## config.mk

```make
export PLATFORM = sky130hd
export DESIGN_NAME = fsm_lockstep_sequencer
export DESIGN_NICKNAME = d
export VERILOG_FILES = /design/src/rtl/fsm_lockstep_sequencer.sv
export SDC_FILE = /design/constraint.sdc
export NUM_CORES = 1
export LEC_CHECK = 0
export ABC_AREA = 1
export CORE_MARGIN = 4
export CORE_UTILIZATION = 40
export DETAILED_ROUTE_END_ITERATION = 6
export GPL_TIMING_DRIVEN = 0
export PLACE_DENSITY = 0.75
export SYNTH_ARGS = -nofsm -noshare
export SYNTH_HDL_FRONTEND = slang
export SYNTH_SLANG_ARGS = --single-unit
```

## constraint.sdc

```tcl
create_clock -name clk -period 7.2 [get_ports clk]
set_clock_uncertainty 0.2 [all_clocks]
set_input_delay 1.8 -clock clk [delete_from_list [all_inputs] [get_ports clk]]
set_output_delay 1.8 -clock clk [all_outputs]
set_load 0.02 [all_outputs]
```

## src/rtl/fsm_lockstep_sequencer.sv

```systemverilog
// fsm_lockstep_sequencer: runs three FSM copies in lockstep against a golden next-state model
// Ports: clk, reset (async, active-high); start/pattern/len run request; s_beh/s_gate/s_rom FSM outputs;
//   fsm_rst_n/fsm_a drive the FSMs; busy/done status; error/err_cnt/err_step/err_mask/exp_state results.
module fsm_lockstep_sequencer #(
  parameter int PAT_W   = 32,
  parameter int LEN_W   = 6,
  parameter int CNT_W   = 8,
  parameter int RST_CYC = 2
) (
  input  logic             clk,
  input  logic             reset,
  input  logic             start,
  input  logic [PAT_W-1:0] pattern,
  input  logic [LEN_W-1:0] len,
  input  logic [2:0]       s_beh,
  input  logic [2:0]       s_gate,
  input  logic [2:0]       s_rom,
  output logic             fsm_rst_n,
  output logic             fsm_a,
  output logic             busy,
  output logic             done,
  output logic             error,
  output logic [CNT_W-1:0] err_cnt,
  output logic [LEN_W-1:0] err_step,
  output logic [2:0]       err_mask,
  output logic [2:0]       exp_state
);
  localparam int RC_W = $clog2(RST_CYC + 1);
  typedef enum logic [1:0] {IDLE, RST, RUN, DONE} state_t;
  state_t state, nstate;
  logic [PAT_W-1:0] pat;
  logic [LEN_W-1:0] nsteps, k, k_n, len_c;
  logic [RC_W-1:0]  rc;
  logic [2:0]       mask;
  logic             accept, mis, a_n;

  function automatic logic [2:0] gnext(input logic [2:0] s, input logic a);
    case (s)
      3'd2:    gnext = 3'd6;
      3'd6:    gnext = a ? 3'd7 : 3'd4;
      3'd4:    gnext = 3'd5;
      3'd5:    gnext = a ? 3'd6 : 3'd2;
      3'd7:    gnext = 3'd4;
      default: gnext = 3'd2;
    endcase
  endfunction

  always_comb begin
    accept = state == IDLE && start;
    len_c  = len > LEN_W'(PAT_W) ? LEN_W'(PAT_W) : len;
    k_n    = state == RUN ? k + LEN_W'(1) : '0;
    a_n    = |(pat & (PAT_W'(1) << k_n));
    mask   = {s_rom != exp_state, s_gate != exp_state, s_beh != exp_state};
    mis    = state == RUN && |mask;
    busy   = state == RST || state == RUN;
    done   = state == DONE;
    nstate = state;
    case (state)
      IDLE: nstate = start ? (len == '0 ? DONE : RST) : IDLE;
      RST:  nstate = rc == RC_W'(RST_CYC - 1) ? RUN : RST;
      RUN:  nstate = k == nsteps - LEN_W'(1) ? DONE : RUN;
      DONE: nstate = IDLE;
    endcase
  end

  always_ff @(posedge clk or posedge reset) begin
    if (reset) begin
      state     <= IDLE;
      rc        <= '0;
      k         <= '0;
      pat       <= '0;
      nsteps    <= '0;
      fsm_rst_n <= 1'b0;
      fsm_a     <= 1'b0;
    end else begin
      state     <= nstate;
      rc        <= state == RST ? rc + RC_W'(1) : '0;
      k         <= k_n;
      pat       <= accept ? pattern : pat;
      nsteps    <= accept ? len_c : nsteps;
      // a len==0 run enters DONE straight from IDLE with the FSMs still held in reset
      fsm_rst_n <= nstate == RUN || (nstate == DONE && fsm_rst_n);
      fsm_a     <= nstate == RUN && a_n;
    end
  end

  always_ff @(posedge clk or posedge reset) begin
    if (reset) begin
      error     <= 1'b0;
      err_cnt   <= '0;
      err_step  <= '0;
      err_mask  <= '0;
      exp_state <= 3'd2;
    end else if (accept) begin
      error     <= 1'b0;
      err_cnt   <= '0;
      err_step  <= '0;
      err_mask  <= '0;
      exp_state <= 3'd2;
    end else if (state == RUN) begin
      // fsm_a carries pattern[k] during step k, the same bit the FSMs consume at this edge
      exp_state <= gnext(exp_state, fsm_a);
      if (mis) begin
        err_cnt <= &err_cnt ? err_cnt : err_cnt + CNT_W'(1);
        if (!error) begin
          error    <= 1'b1;
          err_step <= k;
          err_mask <= mask;
        end
      end
    end
  end
endmodule

```

# After elaboration in Yosys (flattened, before gate mapping)
# Index checks and enable logic that the tools add are counted.
[op_classes]
n_bitwise = 1
n_lt_le_gt_ge = 1
n_addsub = 4
n_mux = 28
eq_ne = 17
div = 0
shifts = 1
multipliers = 0
n_reduce_logical = 16
[ops]
columns = ["cell", "n"]
rows = [
  ["6-bit 2-to-1 mux", 6],
  ["32-bit bitwise AND", 1],
  ["8-bit 2-to-1 mux", 4],
  ["32-bit OR reduction", 1],
  ["1-bit by 6-bit << shifter with 32-bit output, first input constant", 1],
  ["3-bit 2-to-1 mux", 7],
  ["3-bit one-hot mux with 5 select lines", 1],
  ["3-bit == test, second input constant", 4],
  ["2-bit 2-to-1 mux", 5],
  ["3-bit != test", 3],
  ["8-bit by 1-bit adder with 8-bit output, second input constant", 1],
  ["2-bit == test, second input constant", 4],
  ["2-bit one-hot mux with 4 select lines", 1],
  ["8-bit AND reduction", 1],
  ["6-bit by 1-bit adder with 6-bit output, second input constant", 1],
  ["6-bit == test", 1],
  ["6-bit greater-than comparator, second input constant", 1],
  ["6-bit zero test", 1],
  ["3-bit AND reduction", 2],
  ["6-bit by 1-bit subtractor with 6-bit output, second input constant", 1],
  ["2-bit by 1-bit == test with 1-bit output, second input constant", 2],
  ["1-bit logical AND", 4],
  ["1-bit 2-to-1 mux", 4],
  ["2-bit nonzero test", 2],
  ["8 further kinds", 9],
]
[totals]
register_bits = 71
rom_bits = 0
n_memories = 0
ramBits = 0
latchBits = 0

# Longest topological paths before layout
# Gate-level depths: netlist of the first run.
[logic_depth]
depth_word = 7
ltp_mapped = 15

# Worst setup path before layout of the first run
# No wires, ideal clock.
[synth_path]
path_kind = "input to register"
from = "input port s_beh[2]"
to = "register err_mask[2]"
setup_slack_ns = 4.150
arrival_ns = 2.724
path_buffers = 1
setup_ns = 0.126
path_stages = 8
path_cell_list = "or2_2 -> a21oi_2 -> nand2_2 -> nand2_2 -> o21ai_2 -> buf_2 -> nand3_1 -> o21ai_0"
[synth_via]
elab_chain_len = 5
[synth_rtl]
columns = ["element", "line_no", "rtl"]
rows = [
  ["from (decl)", "15", "input logic [2:0] s_beh,"],
  ["3-bit != test", "53", "mask = {s_rom != exp_state, s_gate != exp_state, s_beh != exp_state};"],
  ["3-bit OR reduction", "54", "mis = state == RUN && |mask;"],
  ["1-bit logical AND", "54", ""],
  ["2-bit nonzero test (no source line)", "-", ""],
  ["3-bit AND reduction (no source line)", "-", ""],
  ["to (signal assigned)", "108", "err_mask <= mask;"],
  ["to (decl)", "25", "output logic [2:0] err_mask,"],
]
# Every way passes these cells.
# A chain may end at the register's enable or synchronous reset.

# Worst setup path after layout of the first run
[layout_path]
from = "register state[0]"
to = "output port busy"
[layout_via]
elab_chain_len = 2
elab_cells_between_ends = 3
[layout_rtl]
columns = ["element", "line_no", "rtl"]
rows = [
  ["from (decl)", "30", "state_t state, nstate;"],
  ["from (signal assigned)", "76", "state <= nstate;"],
  ["2-bit by 1-bit == test with 1-bit output or 2-bit == test (tied branches)", "55", "busy = state == RST || state == RUN;"],
  ["1-bit logical OR *", "55", ""],
  ["to (decl)", "20", "output logic busy,"],
]
# Mark *: on every way between the ends. The rest lies on a longest branch, timed or not.

==> reports/results.tsv, run 1 <==
metric	value	unit
status	finished clean	
clock latency on the worst-skew pair	0.35	ns
Pre-antenna DRT Iters	4	
nets@finish	640	
number of global-route vias before repair	3338	
Post-CTS Setup Inserts	0	
crit share post-route	51.01	%
DR top layer	met4	
TritonCTS clock tree	yes	
count leader, synth	nand2_1	
area grow syn2layout	28.75	%
Worst IR Drop VDD	0.0001474	V
top-area cell type share of the netlist area	46.10	%
CP Capture Type	output port	
Crit-path slowest cell	clkdlybuf4s50_1	
Placement Rows	35	
area share of and/or/nand/nor cells after synthesis	33.16	%
TNS Setup	0	ns
syn_area_per_cell	7.661	sq um
# resized after CTS	0	
largest family of logic cells by synthesized area	simple AND/OR/NAND/NOR gates	
pre-CTS WS	3.284	ns
leading area contributor after synthesis	dfrtp_1	
H-tree depth	3	
fin crit period	3.673	ns
critical path fanouts, max	3	
Worst Setup Start Kind	flip-flop	
post-synthesis sequential area ratio	46.79	%
CTS Buf Count	9	
detailed placement HPWL	6.899	mm
Mapped Nets	555	
Worst-path clk slew	0.07	ns
adder-cell share of the synthesized area	2.963	%
asr flop ratio synth	100.0	%
top post-synthesis cells by area	dfrtp_1, nand2_1, inv_1, nand3_1, nor2_1	
most instantiated cells after synthesis	nand2_1, dfrtp_1, inv_1	
Routed WL	9.083	mm
critical path cell sequence	inv_1, ha_1, clkdlybuf4s50_1	
Power Dens Cells	329.6	mW/mm^2
Yosys cell types	36	
largest net degree at the start of global routing	72	
metal3 WL	447	microns
critical path class	flip-flop to output port	
DR WL met2	4.431	mm
Routed met1 length	4.061	mm
global route total overflow	0	
Max Freq	0.2723	GHz
Main synth FF type	dfrtp_1	
number of antenna-violating nets in the routed design	0	
post-synthesis mux area share	0	%
Max-Slew Margin vs Limit	42.11	%
compound-gate portion of the synthesized area	6.322	%
die height	105.5	microns
io pins	75	
initial DRC count	126	
total track usage	16.68	%
setup violators final	0	
Die W	105.5	microns
Max stage delay on crit path	0.59	ns
worst min path class	flip-flop to flip-flop	
Vias	3455	
core area	0.009240	sq mm
CTS root buf	clkbuf_8	
Port-buffer cells	74	
Initial Util	41.12	%
initial antenna violation count	0	
YS warnings	0	
CP arrival	1.67	ns
final worst-path setup slack	3.527	ns
Min Hold Slack	0.2372	ns
Clock Sinks	71	
Leak Pwr	2.356	nW
Final Slew Violations	0	
share of layout cells above drive strength 1	8.703	%
Via density	4.832	
DIE AREA	0.01112	sq mm
routed len/inst	12.70	microns
Post-Syn Instances	496	
worst hold start	rc[0]	
Slew @ Worst Pin	0.8683	ns
Max-cap violations	0	
CTS Hold Bufs	0	
Antenna diodes	0	
clk buf depth	2	
CP Launch Point	state[0]	
Mapped Area	0.003800	sq mm
Synth Register Bits	71	
Final GP Congestion	0.8919	
FF-to-FF Start	state[0]	
Post-synth EDFFs	0	
first-pass GRT wire length	15.24	mm
Remaining DRCs	0	
final hold violation count	0	
Worst Path Required	5.20	ns
Synth Area in XOR/XNOR	2.535	%
RSZ-0062 raised after global routing	false	
## cells by family after synthesis
group | count (synthesis)
compound gates | 41
flops | 71
buf+inv | 74
fa+ha+maj | 9
xor+xnor | 11
simple gates | 290
## sequential cells by signal, indices dropped and copies added, names as in the netlist
name       cells
fsm_rst_n      1
err_mask       3
nsteps         6
exp_state      3
k              6
fsm_a          1
pat           32
err_step       6
err_cnt        8
state          2
error          1
rc             2
## cell type report
class                   instances  area, sq um
repair buffers                 74        740.7
inverters                      59        224.0
fillers                       871         4348
clock buffers                   9        123.9
plain buffers                  15        91.34
multi-input cells             351         1709
well taps                     129        161.4
clock inverters                 7        63.81
flip-flops and latches         71         1778
## layer usage
metal / vias up / global-route usage, %
li1: 1734 / -
met1: 1629 / 21.23
met2: 79 / 27.55
met3: 13 / 4.042
met4: 0 / 5.998
met5: - / 0
## report_power, final
group	switching [mW]	internal (mW)
Clock	0.152	0.157
Combinational	0.381	0.266
Sequential	0.107	0.548
## path summary, 6_finish.rpt
check                      depth (start not counted)      endpoint  slack (ns)
min reg2reg                                        1         rc[0]        0.24
min in group asynchronous                          2       pat[14]        1.76
min                                                1         rc[0]        0.24
max                                                3          busy        3.53
max in group asynchronous                          2       pat[16]        4.44
max reg2reg                                        6  exp_state[2]        4.91
## through the flow
| stage | utilization [%] | instance area (sq um) | std cells | power [mW] |
|---|---|---|---|---|
| 6_report | 52.95 | 4892 | 715 | 1.613 |
| 5_1_grt | 52.95 | 4892 | 715 | 1.741 |
| 4_1_cts | 52.95 | 4892 | 715 | 1.623 |
| 3_5_place_dp | 50.91 | 4705 | 699 | 1.312 |
| 3_3_place_gp | 50.89 | 4702 | 699 | 1.288 |
| 2_1_floorplan | - | 3800 | 496 | 1.079 |
## placed cells by master (no fill, tap or decap), drive strengths merged, types with 10 or more instances in the layout
| cell type | instances |
|---|---|
| a21oi | 10 |
| clkbuf | 17 |
| clkdlybuf4s50 | 74 |
| dfrtp | 70 |
| inv | 58 |
| nand2 | 175 |
| nand3 | 45 |
| nor2 | 47 |
| o21ai | 19 |
## critical path, delay by kind of cell (launching register included)
kind / cells / cell delay (ns)
flops: 1 / 0.38
buf+inv: 2 / 0.67
fa+ha+maj: 1 / 0.28
(Power assumes the default switching activity.)
==> inputs of run 2 (changes only) <==
--- a/config.mk
+++ b/config.mk
@@ -10,7 +10,7 @@
 export CORE_UTILIZATION = 40
 export DETAILED_ROUTE_END_ITERATION = 6
 export GPL_TIMING_DRIVEN = 0
-export PLACE_DENSITY = 0.75
+export PLACE_DENSITY = 0.78
 export SYNTH_ARGS = -nofsm -noshare
 export SYNTH_HDL_FRONTEND = slang
 export SYNTH_SLANG_ARGS = --single-unit
==> constraint.sdc (replaced) <==
create_clock -name clk -period 2.9 [get_ports clk]
set_clock_uncertainty 0.2 [all_clocks]
set_input_delay 0.725 -clock clk [delete_from_list [all_inputs] [get_ports clk]]
set_output_delay 0.725 -clock clk [all_outputs]
set_load 0.02 [all_outputs]
==> run 2 against run 1 <==
Count of clock-buffer cells in the layout grew 1. First-iteration DRC count increased by 13%. Flip-flop and latch count unchanged. Wire length increased by 0.48%. Sequential share of layout area decreased by 0.42 points. Largest power group unchanged. Core utilization rose by 0.62 points. Power grew to 2.6 times the previous value. Global-route usage is 0.38 points higher. Combinational power is 150% higher.
==> reports/results.tsv, run 2 (synthesized netlist as in run 1, its figures left out) <==
metric	value	unit	change
status	finished clean		
initial antenna violation count	0		unchanged
Placement Rows	35		unchanged
Slew @ Worst Pin	0.8416	ns	-0.02673 ns
Initial Util	41.12	%	unchanged
DIE AREA	0.01112	sq mm	unchanged
Via density	4.863		+0.64%
TNS Setup	0	ns	unchanged
Power Dens Cells	850.4	mW/mm^2	+160%
pre-CTS WS	0.09007	ns	-3.194 ns
sequential share of power	38.7	%	-1.9 points
fill cell count	875		+0.46%
most common cell after layout, fill and taps aside	nand2_1		
number of global-route vias before repair	3533		+5.8%
Max-Slew Margin vs Limit	43.90	%	+1.8 points
global route total overflow	0		unchanged
critical path class	flip-flop to output port		
share of layout cells above drive strength 1	8.703	%	unchanged
Clock Sinks	71		unchanged
Remaining DRCs	0		unchanged
Pre-antenna DRT Iters	4		unchanged
CP Capture Type	output port		
# resized after CTS	0		unchanged
nets@finish	640		unchanged
P_int	2.614	mW	+170%
Worst IR Drop VDD	0.0003779	V	+160%
io pins	75		unchanged
Vias	3477		+0.64%
Max Freq	0.3840	GHz	
area grow syn2layout	30.26	%	
die height	105.5	microns	unchanged
H-tree depth	3		unchanged
Largest Register	pat		
Min Hold Slack	0.2507	ns	+0.01349 ns
RSZ-0062 raised after global routing	false		
max FFs per register	32		unchanged
CTS Buf Count	9		unchanged
final hold violation count	0		unchanged
number of antenna-violating nets in the routed design	0		unchanged
non-filler cells, final	715		unchanged
Post-CTS Setup Inserts	0		unchanged
clock power share	22.9	%	+3.7 points
Max-cap violations	0		unchanged
critical path fanouts, max	3		unchanged
worst min path class	flip-flop to flip-flop		
Worst Setup Start Kind	flip-flop		
detailed placement HPWL	6.929	mm	+0.43%
Placed Cells	699		unchanged
first-pass GRT wire length	15.59	mm	+2.3%
clk buf depth	2		unchanged
Layout Cell Area excl Fill	0.004950	sq mm	+1.2%
core area	0.009240	sq mm	unchanged
total track usage	17.06	%	+0.38 points
final worst-path setup slack	0.2957	ns	-3.232 ns
Antenna diodes	0		unchanged
switching part of the total	37.90	%	-1.8 points
Largest regs	pat x32, err_cnt x8		
initial DRC count	143		+13%
Die W	105.5	microns	unchanged
Final GP Congestion	0.8701		-2.4%
placed cell areas	0.004705	sq mm	unchanged
net switching power	1.596	mW	+150%
commonest cells after routing, fill and taps aside	nand2_1, clkdlybuf4s50_1, dfrtp_1		
Routed WL	9.127	mm	+0.48%
CTS root buf	clkbuf_8		
CTS Hold Bufs	0		unchanged
largest net degree at the start of global routing	72		unchanged
Leak Pwr	2.376	nW	+0.84%
routed len/inst	12.77	microns	+0.48%
CP arrival	1.68	ns	about the same
TritonCTS clock tree	yes		
crit share post-route	89.80	%	
fin crit period	2.604	ns	
Port-buffer cells	74		unchanged
setup violators final	0		unchanged
Gate power share	38.3	%	-1.9 points
Final Slew Violations	0		unchanged
clock latency on the worst-skew pair	0.35	ns	about the same
Worst Path Required	1.98	ns	-3.22 ns
Worst-path clk slew	0.07	ns	about the same
-- run 2: worst max-delay path, cell delays in order (launching register included) --
cell	delay [ns]
dfrtp_1	0.38
inv_1	0.09
ha_1	0.28
clkdlybuf4s50_1	0.59
-- run 2: cell type report --
class                   instances  area, sq um  area share [%]
flip-flops and latches         71         1778           35.92
repair buffers                 74        740.7           14.96
plain buffers                  15        91.34           1.845
multi-input cells             351         1709           34.53
inverters                      59        224.0           4.525
clock inverters                 6        107.6           2.174
clock buffers                  10        137.6           2.781
well taps                     129        161.4           3.261
-- run 2: power groups by stage --
stage | combinational (mW) | clock [mW] | sequential, mW
after floorplan | 1.00 | 0 | 1.67
final | 1.61 | 0.965 | 1.63
after global placement | 1.56 | 0 | 1.63
after global routing | 1.84 | 1.02 | 1.68
after CTS | 1.63 | 0.982 | 1.63
after detailed placement | 1.62 | 0 | 1.64
-- run 2: worst paths after layout --
kind,from,slack [ns],end,cells after the start
max,state[0],0.30,busy,3
min,rc[0],0.25,rc[0],1
max reg2reg,state[0],0.60,nsteps[0],6
min reg2reg,rc[0],0.25,rc[0],1
max in group asynchronous,reset,1.26,err_cnt[0],2
min in group asynchronous,reset,0.70,pat[25],2
-- run 2: metrics by stage --
| stage | utilization, % | power, mW |
|---|---|---|
| finish | 53.57 | 4.209 |
| global placement | 50.89 | 3.192 |
| detailed placement | 50.91 | 3.258 |
| CTS | 53.57 | 4.237 |
| global route | 53.57 | 4.539 |
| floorplan | - | 2.679 |
-- run 2: metal layers --
layer	up-vias	GRT usage, %	wire [microns]
met3	25	4.593	559
met2	108	27.96	4329
met5	-	0	0
met4	0	6.279	192
li1	1739	-	-
met1	1605	21.57	4045
